### config.mk
export PLATFORM = sky130hd
export DESIGN_NAME = cnn_layer_sequencer
export DESIGN_NICKNAME = d
export VERILOG_FILES = /design/src/rtl/cnn_layer_sequencer.sv
export SDC_FILE = /design/constraint.sdc
export NUM_CORES = 1
export LEC_CHECK = 0
export BUFFER_PORTS_ARGS = -buffer_cell sky130_fd_sc_hd__buf_2
export CORE_UTILIZATION = 60
export DETAILED_ROUTE_END_ITERATION = 10
export PLACE_DENSITY = 0.79
export SLEW_MARGIN = 20
export SYNTH_ARGS = -nofsm -noshare
export SYNTH_HDL_FRONTEND = slang
export SYNTH_SLANG_ARGS = --single-unit
### constraint.sdc
create_clock -name clk -period 3.1 [get_ports clk]
set_input_delay 0.31 -clock clk [delete_from_list [all_inputs] [get_ports clk]]
set_output_delay 0.31 -clock clk [all_outputs]
set_load 0.03 [all_outputs]
### src/rtl/cnn_layer_sequencer.sv
// ----------------------------------------------------------------------------
// cnn_layer_sequencer
//
// Network-level sequencer for the convolution controller. It holds a
// runtime-programmable table of up to NUM_LAYERS layer descriptors and walks
// through them one layer at a time:
//   - issues one start pulse per layer, START_DLY cycles after entering LAUNCH
//   - treats the falling edge of i_picture_finish as "layer done"
//   - pulses o_cnn_finish after the last layer, or o_cnn_aborted on abort
//
// Optional feature (macro CNN_SEQ_CHAIN_ADDR_EN):
//   When defined, layers >= 1 take their input base address from the previous
//   layer's output base address. The programmed inaddr of those layers is
//   still stored but is not driven. Layer 0 always uses its own inaddr.
//
// Ports:
//   clk                 clock
//   rst                 synchronous active-low reset
//   i_cnn_start         run request, sampled in IDLE only
//   i_abort             abort the run (level, ignored in IDLE)
//   i_picture_finish    controller layer-done level
//   i_cfg_we/layer/sel/wdata  descriptor write port (IDLE only)
//   o_cfg_err           one-cycle pulse when a write is rejected
//   o_start             one-cycle start pulse to the controller
//   o_do .. o_outaddr   geometry / base addresses of the active layer
//   o_cur_layer         active layer index
//   o_busy              high in LAUNCH and RUN
//   o_cnn_finish        one-cycle pulse on normal completion
//   o_cnn_aborted       one-cycle pulse on abort
//
// cfg_sel map: 0 do, 1 di, 2 dr, 3 dc, 4 dkc, 5 dkr, 6 filter_size,
//   7 di_out, 8 dr_out, 9 dc_out, 10 inaddr, 11 waddr, 12 outaddr,
//   13 num_layers (global).
// ----------------------------------------------------------------------------
module cnn_layer_sequencer #(
    parameter int NUM_LAYERS = 4,
    parameter int LW         = 2,
    parameter int AW         = 13,
    parameter int FSW        = 8,
    parameter int START_DLY  = 2
) (
    input  logic            clk,
    input  logic            rst,
    input  logic            i_cnn_start,
    input  logic            i_abort,
    input  logic            i_picture_finish,
    input  logic            i_cfg_we,
    input  logic [LW-1:0]   i_cfg_layer,
    input  logic [3:0]      i_cfg_sel,
    input  logic [AW-1:0]   i_cfg_wdata,
    output logic            o_cfg_err,
    output logic            o_start,
    output logic [AW-1:0]   o_do,
    output logic [AW-1:0]   o_di,
    output logic [AW-1:0]   o_dr,
    output logic [AW-1:0]   o_dc,
    output logic [AW-1:0]   o_dkc,
    output logic [AW-1:0]   o_dkr,
    output logic [FSW-1:0]  o_filter_size,
    output logic [AW-1:0]   o_di_out,
    output logic [AW-1:0]   o_dr_out,
    output logic [AW-1:0]   o_dc_out,
    output logic [AW-1:0]   o_inaddr,
    output logic [AW-1:0]   o_waddr,
    output logic [AW-1:0]   o_outaddr,
    output logic [LW-1:0]   o_cur_layer,
    output logic            o_busy,
    output logic            o_cnn_finish,
    output logic            o_cnn_aborted
);

    localparam int NFIELDS = 13;
    localparam int NLW     = $clog2(NUM_LAYERS + 1);

    localparam int F_DO = 0, F_DI = 1, F_DR = 2, F_DC = 3, F_DKC = 4, F_DKR = 5;
    localparam int F_FS = 6, F_DI_OUT = 7, F_DR_OUT = 8, F_DC_OUT = 9;
    localparam int F_INADDR = 10, F_WADDR = 11, F_OUTADDR = 12;

    localparam logic [AW-1:0] FS_MASK = AW'((64'd1 << FSW) - 64'd1);
    localparam logic [3:0]    DLY     = 4'(START_DLY);

    typedef enum logic [1:0] {
        S_IDLE,
        S_LAUNCH,
        S_RUN
    } state_t;

    state_t             r_state;
    state_t             w_state_next;
    logic [3:0]         r_cnt;
    logic [3:0]         w_cnt_next;
    logic [LW-1:0]      r_cur_layer;
    logic [LW-1:0]      w_layer_next;
    logic               r_pf_d;
    logic               r_finish;
    logic               w_finish_next;
    logic               r_aborted;
    logic               w_aborted_next;
    logic               r_cfg_err;
    logic [NLW-1:0]     r_num_layers;
    logic [AW-1:0]      r_desc [NUM_LAYERS][NFIELDS];

    logic               w_busy;
    logic               w_done_evt;
    logic               w_last_layer;
    logic               w_start;
    logic               w_sel_field;
    logic               w_sel_nl;
    logic               w_reject;
    logic               w_wr_ok;
    logic [AW-1:0]      w_wr_val;
    logic [AW-1:0]      w_cur [NFIELDS];
    logic [AW-1:0]      w_inaddr;

    assign w_busy       = (r_state != S_IDLE);
    assign w_done_evt   = r_pf_d & ~i_picture_finish;
    assign w_last_layer = (int'(r_cur_layer) + 1 == int'(r_num_layers));

    // ------------------------------------------------------------------
    // Descriptor write qualification
    // ------------------------------------------------------------------
    assign w_sel_field = (i_cfg_sel <= 4'd12);
    assign w_sel_nl    = (i_cfg_sel == 4'd13);
    assign w_reject    = w_busy
                       || (i_cfg_sel > 4'd13)
                       || (w_sel_field && (int'(i_cfg_layer) >= NUM_LAYERS))
                       || (w_sel_nl && (i_cfg_wdata > AW'(NUM_LAYERS)));
    assign w_wr_ok     = i_cfg_we && !w_reject;
    // filter_size keeps only its low FSW bits so the stored value matches
    // what is driven out.
    assign w_wr_val    = (i_cfg_sel == 4'(F_FS)) ? (i_cfg_wdata & FS_MASK) : i_cfg_wdata;

    // ------------------------------------------------------------------
    // State and table registers
    // ------------------------------------------------------------------
    always_ff @(posedge clk) begin
        if (!rst) begin
            r_state      <= S_IDLE;
            r_cnt        <= '0;
            r_cur_layer  <= '0;
            r_pf_d       <= 1'b0;
            r_finish     <= 1'b0;
            r_aborted    <= 1'b0;
            r_cfg_err    <= 1'b0;
            r_num_layers <= NLW'(NUM_LAYERS);
            for (int l = 0; l < NUM_LAYERS; l++) begin
                for (int f = 0; f < NFIELDS; f++) begin
                    r_desc[l][f] <= '0;
                end
            end
        end else begin
            r_state     <= w_state_next;
            r_cnt       <= w_cnt_next;
            r_cur_layer <= w_layer_next;
            r_pf_d      <= i_picture_finish;
            r_finish    <= w_finish_next;
            r_aborted   <= w_aborted_next;
            r_cfg_err   <= i_cfg_we && w_reject;
            if (w_wr_ok) begin
                if (w_sel_field) begin
                    r_desc[i_cfg_layer][i_cfg_sel] <= w_wr_val;
                end else begin
                    r_num_layers <= NLW'(i_cfg_wdata);
                end
            end
        end
    end

    // ------------------------------------------------------------------
    // Next-state / output decode
    // ------------------------------------------------------------------
    always_comb begin
        w_state_next   = r_state;
        w_cnt_next     = r_cnt;
        w_layer_next   = r_cur_layer;
        w_finish_next  = 1'b0;
        w_aborted_next = 1'b0;
        w_start        = 1'b0;

        case (r_state)
            S_IDLE: begin
                if (i_cnn_start) begin
                    if (r_num_layers != '0) begin
                        w_state_next = S_LAUNCH;
                        w_layer_next = '0;
                        w_cnt_next   = '0;
                    end else begin
                        // Empty network: report completion without launching.
                        w_finish_next = 1'b1;
                    end
                end
            end

            S_LAUNCH: begin
                if (i_abort) begin
                    // Abort also suppresses a start due in this same cycle.
                    w_state_next   = S_IDLE;
                    w_layer_next   = '0;
                    w_aborted_next = 1'b1;
                end else begin
                    w_cnt_next = r_cnt + 4'd1;
                    if (r_cnt == DLY) begin
                        w_start      = 1'b1;
                        w_state_next = S_RUN;
                    end
                end
            end

            S_RUN: begin
                if (i_abort) begin
                    w_state_next   = S_IDLE;
                    w_layer_next   = '0;
                    w_aborted_next = 1'b1;
                end else if (w_done_evt) begin
                    if (w_last_layer) begin
                        w_state_next  = S_IDLE;
                        w_layer_next  = '0;
                        w_finish_next = 1'b1;
                    end else begin
                        w_state_next = S_LAUNCH;
                        w_layer_next = r_cur_layer + LW'(1);
                        w_cnt_next   = '0;
                    end
                end
            end

            default: begin
                w_state_next = S_IDLE;
                w_layer_next = '0;
            end
        endcase
    end

    // ------------------------------------------------------------------
    // Active-layer parameter outputs, forced to zero in IDLE
    // ------------------------------------------------------------------
    always_comb begin
        for (int f = 0; f < NFIELDS; f++) begin
            w_cur[f] = w_busy ? r_desc[r_cur_layer][f] : '0;
        end
    end

`ifdef CNN_SEQ_CHAIN_ADDR_EN
    // Layers after the first read the feature map the previous layer wrote.
    always_comb begin
        w_inaddr = w_cur[F_INADDR];
        if (w_busy && (r_cur_layer != '0)) begin
            w_inaddr = r_desc[r_cur_layer - LW'(1)][F_OUTADDR];
        end
    end
`else
    assign w_inaddr = w_cur[F_INADDR];
`endif

    assign o_do          = w_cur[F_DO];
    assign o_di          = w_cur[F_DI];
    assign o_dr          = w_cur[F_DR];
    assign o_dc          = w_cur[F_DC];
    assign o_dkc         = w_cur[F_DKC];
    assign o_dkr         = w_cur[F_DKR];
    assign o_filter_size = FSW'(w_cur[F_FS]);
    assign o_di_out      = w_cur[F_DI_OUT];
    assign o_dr_out      = w_cur[F_DR_OUT];
    assign o_dc_out      = w_cur[F_DC_OUT];
    assign o_inaddr      = w_inaddr;
    assign o_waddr       = w_cur[F_WADDR];
    assign o_outaddr     = w_cur[F_OUTADDR];
    assign o_cur_layer   = w_busy ? r_cur_layer : '0;
    assign o_busy        = w_busy;
    assign o_start       = w_start;
    assign o_cnn_finish  = r_finish;
    assign o_cnn_aborted = r_aborted;
    assign o_cfg_err     = r_cfg_err;

endmodule

### Word-level counts from Yosys, hierarchy flattened

Memory sizes are Yosys's and may differ from the RTL's. A register that Yosys moved wholly into a read port is not among the register bits.
Index checks and enable logic that the tools add are counted.
Widths: inputs -> output; s select.

| operators by class | value |
|---|---|
| add/sub/neg operators | 3 |
| $lt $le $gt $ge | 5 |
| equal/unequal tests | 15 |
| mux-type cells | 59 |
| bitwise operators | 4 |
| reduce and logical (&&, ||, !) cells | 18 |

Operator list:

| operator | count |
|---|---|
| $mux 169 | 3 |
| $mux 13 | 14 |
| $reduce_or 169->1 | 1 |
| $demux 13 s4 | 1 |
| $mux 2 | 16 |
| $mux 4 | 6 |
| $mux 1 | 14 |
| $ne 2x2->1 const B | 7 |
| $gt 13x3->1 const B | 1 |
| $pmux 2 s3 | 2 |
| $pmux 4 s3 | 1 |
| $mux 8 | 1 |
| $reduce_and 4->1 | 2 |
| $reduce_and 7->1 | 1 |
| $ne 3x3->1 const B | 2 |
| $reduce_bool 3->1 | 2 |
| $ge 5x5->1 const B | 1 |
| $lt 5x1->1 const B | 1 |
| $not 4->5 | 1 |
| $add 4x1->4 const B | 1 |
| $eq 4x2->1 const B | 1 |
| $eq 4x3->1 const B | 1 |
| $eq 4x4->1 const B | 1 |
| $gt 4x4->1 const B | 1 |
| other kinds (16) | 22 |

| word-level totals | value |
|---|---|
| register bits after elaboration | 15 |
| bits in writable memories | 676 |
| input bits | 25 |
| word-level logic and storage cells | 113 |
| memories | 1 |

Memory list:

| memory | depth | bits a word | read ports | clocked after Yosys merged registers in | write ports | RTL line | text |
|---|---|---|---|---|---|---|---|
| r_desc | 4 | 169 | 1 | 1 | 4 | 101 | `logic [AW-1:0] r_desc [NUM_LAYERS][NFIELDS];` |

### Logic depth before layout (Yosys ltp)

| logic depth | value |
|---|---|
| word-level depth | 10 |
| depth in mapped cells | 8 |

### Worst setup path after synthesis

Ideal clock, no wire load.

| timing path | value |
|---|---|
| kind | reg-to-reg |
| start | register r_state[0] |
| end | memory r_desc[0][117] (netlist name) (enable) |
| library setup time | 401 ps |
| arrival | 2426 ps |
| data required time | 2699 ps |
| setup slack | 273 ps |
| stages on the path, launching flop included | 8 |
| buffers on the path | 1 |
| period minus slack after synthesis | 2827 ps |
| path through | dfxtp_1 -> inv_1 -> ha_1 -> buf_2 -> nand3_1 -> nor3_1 -> nand2_1 -> o21ai_0 |

RTL lines:

| item | RTL line | text |
|---|---|---|
| start: declaration | 88 | `state_t r_state;` |
| start signal: assignment | 152 | `r_state <= w_state_next;` |
| end: declaration | 101 |  |

==> summary.txt <==
STA
  • F_max: 337.3 MHz
  • Final Setup Violations: 0
  • Pins Over Slew Limit: 0
  • Final cycle utilization of the critical path: 0.9562
  • Layout Skew: 0.009631 ns
  • RSZ-0062 raised after global routing: false
  • Final hold viol count: 0
  • Rel. slew slack: 0.3516
  • Worst Tran Pin Value: 0.9702 ns
  • Post-route setup slack: 0.1356 ns
  • Tmin final: 2.964 ns
  • Setup TNS: 0 ns
  • Minimum hold slack: 0.05339 ns

Cells and area
  • Final cell count without fillers: 3105
  • Layout cells sized above 1: 0.2446
  • Layout Nets: 2418
  • Area added between synthesis and finish: 14.31%
  • Commonest non-fill, non-tap cell in the layout: edfxtp_1
  • Commonest cells after routing, fill and taps aside: edfxtp_1, nor2_1, nor3_1, buf_2, and2_1

Run
  • Max-Cap Viols: 0

Placement
  • Post-DP HPWL: 53470 um
  • Dpl cells: 2979
  • RePlAce Congestion: 0.8772
  • Port Buf Inserts: 195
  • Pre-CTS setup slack: 0.3386 ns

Clocking
  • CTS tree: done
  • Htree depth: 3
  • Root Buffer: clkbuf_16
  • Clock Pin Slew Worst Setup and Hold Paths: 0.06 ns
  • Clk_lat worst skew: 0.59 ns
  • Clk sink count: 673
  • Setup bufs post-CTS: 0
  • Num CTS Buffers: 68
  • Clk buf depth: 3

Die
  • Initial Util: 0.6128
  • Total die area: 0.05120 mm2
  • Site row count: 81
  • Die Height: 226.3 um
  • Die W: 226.3 um
  • I/O Pins: 196
  • Core Area: 0.04925 mm2

Worst setup path
  • Timing endpoint of the critical path: o_inaddr[0]
  • Worst path cell trace: buf_12 > mux4_2 > and2_1 > buf_2
  • CP max FO: 36
  • Worst path max stage delay: 0.67 ns
  • Crit path required time: 2.79 ns
  • Worst r2r path cells: 7
  • Startpoint types: flop
  • R2r startpoint: r_state[0]
  • Highest-delay cell along the critical path: dfxtp_4
  • Worst Setup Path Type: reg2out
  • Worst r2r dst: r_desc[2][72]
  • R2R setup slack: 0.27 ns
  • Crit. End Element: output pin
  • Critical Path AT: 2.65 ns

Power and ir drop
  • Gate power share: 0.174
  • Sw Share: 0.2830
  • Flop pwr share: 0.459
  • Clock Power Share: 0.367
  • Total power: 22.68 mW
  • Internal power: 16.26 mW
  • Switching power: 6.420 mW
  • Leakage: 11.95 nW
  • P per Cell Area: 657.5 mW/mm2
  • Max rail drop VDD: 0.5636 mV

Logic synthesis
  • Post-synth top flop: edfxtp_1
  • FFs w/ async S/R, synth: 0
  • FF+latch count, synth: 673
  • Yosys Warn Count: 0
  • Sequential area share after synthesis: 0.6639
  • Synth Net Count: 2220
  • Cells after Synth: 2188
  • Syn_area_per_cell: 13.79 um2
  • Netlist cell types: 50
  • Syn Std Cell Area: 0.03018 mm2
  • Number of enable flip-flop cells after synthesis: 656

GRT
  • Vias in the first global route: 19930
  • Met2 usage in global routing: 0.5259
  • Initial antenna violation count: 7
  • Met3 Usage GRT: 0.06933
  • Global route total overflow: 0
  • First-pass GRT wire length: 121700 um
  • GRT Total Usage: 0.3267
  • Gr busiest metal: met2
  • Met1 track demand over resource: 0.4305
  • Largest net degree at the start of global routing: 174

Run status
  • Outcome: finished, final reports clean

Drt
  • Antenna violation net count after detailed routing: 0
  • Drt first-iter violations: 2677
  • Routed wire length: 81810 um
  • WL per Instance: 26.35 um
  • Via density: 6.497
  • Vias: 20170
  • DR pass1 iterations: 6
  • DRC: 0

Min path
  • Min-delay worst type: in2reg
  • Hold Path Depth: 3
-- power by group through the flow --
stage | Combinational (mW) | Clock, mW | Sequential, mW
floorplan | 2.79 | 0 | 10.5
finish | 3.95 | 8.33 | 10.4
global placement | 3.84 | 0 | 10.6
detailed placement | 3.91 | 0 | 10.6
CTS | 3.93 | 8.34 | 10.4
global route | 4.17 | 8.68 | 10.4
-- metrics by stage --
step / utilization / area [um2]
floorplan: - / 30180
global placement: 0.6547 / 32240
detailed placement: 0.6547 / 32240
CTS: 0.7002 / 34490
global route: 0.7002 / 34490
finish: 0.7005 / 34500
-- worst max-delay path, delay by kind of cell (launching register included) --
kind	cells	cell delay, ns
buffers and inverters	2	0.52
muxes	1	0.61
and+or+nand+nor	1	0.19
DFF	1	0.67
-- timing repair --
action                                 in CTS  in global routing
endpoints found under the hold margin       1                  0
setup endpoints to repair                   0                102
hold buffers                                1                  0
gates resized for setup                     0                  1
-- flip-flops by register name, summed over array words and instances (netlist names), named ones only --
signal	flops
r_num_layers	3
r_state	2
r_pf_d	1
r_desc	656
r_cur_layer	2
o_cnn_finish	1
o_cnn_aborted	1
o_cfg_err	1
r_cnt	4
-- metal layers --
metal | share of wire | vias to the layer above
met5 | 0.0012 | -
met4 | 0.048 | 10
met3 | 0.11 | 259
met2 | 0.49 | 1396
met1 | 0.35 | 10040
li1 | - | 8469
-- cells by family (layout without fill, tap and decap cells) --
group,count (synthesis),count (layout),synth area share
xor gates and xnor gates,3,3,0.0008707
adders and majority gates,7,7,0.002902
DFF,673,673,0.6639
buffers and inverters,204,453,0.02981
AOI/OAI and AO/OA,78,78,0.01526
muxes,168,168,0.1237
other,0,4,0
and+or+nand+nor,1055,1055,0.1635
-- synthesized netlist by cell type (3+ instances only) --
master | n | share of area
a21oi_1 | 4 | 0.00066
and2_1 | 174 | 0.036
and3_1 | 27 | 0.0056
buf_1 | 9 | 0.0011
buf_2 | 68 | 0.011
buf_6 | 6 | 0.0022
clkbuf_1 | 112 | 0.014
dfxtp_1 | 17 | 0.011
edfxtp_1 | 656 | 0.65
ha_1 | 7 | 0.0029
inv_1 | 8 | 0.00099
mux2i_1 | 4 | 0.0013
mux4_2 | 164 | 0.12
nand2_1 | 124 | 0.015
nand2b_1 | 7 | 0.0015
nand3_1 | 46 | 0.0076
nand4_1 | 6 | 0.0012
nor2_1 | 438 | 0.054
nor2b_1 | 8 | 0.0017
nor3_1 | 195 | 0.032
nor4_1 | 15 | 0.0031
o21ai_0 | 56 | 0.0093
or3_1 | 3 | 0.00062
-- final cells by class --
type | instances | area, um2
sequential | 673 | 20050
fill | 3162 | 14750
multi-input combinational | 1311 | 9261
timing repair buffer | 324 | 2085
clock buffer | 91 | 1894
tap | 664 | 830.8
clock inverter | 30 | 340.3
inverter | 8 | 32.53
antenna | 4 | 10.01
-- worst min path at each step --
stage,startpoint,to,slack (ns)
floorplan,i_picture_finish,r_pf_d,0.43
global placement,r_cnt[0],r_cnt[0],0.48
detailed placement,r_cur_layer[1],flop,0.50
CTS,i_cnn_start,o_cnn_finish,0.04
global route,i_cnn_start,o_cnn_finish,0.06
finish,i_cnn_start,o_cnn_finish,0.05
Note: power is estimated with default switching activity, not from simulation.
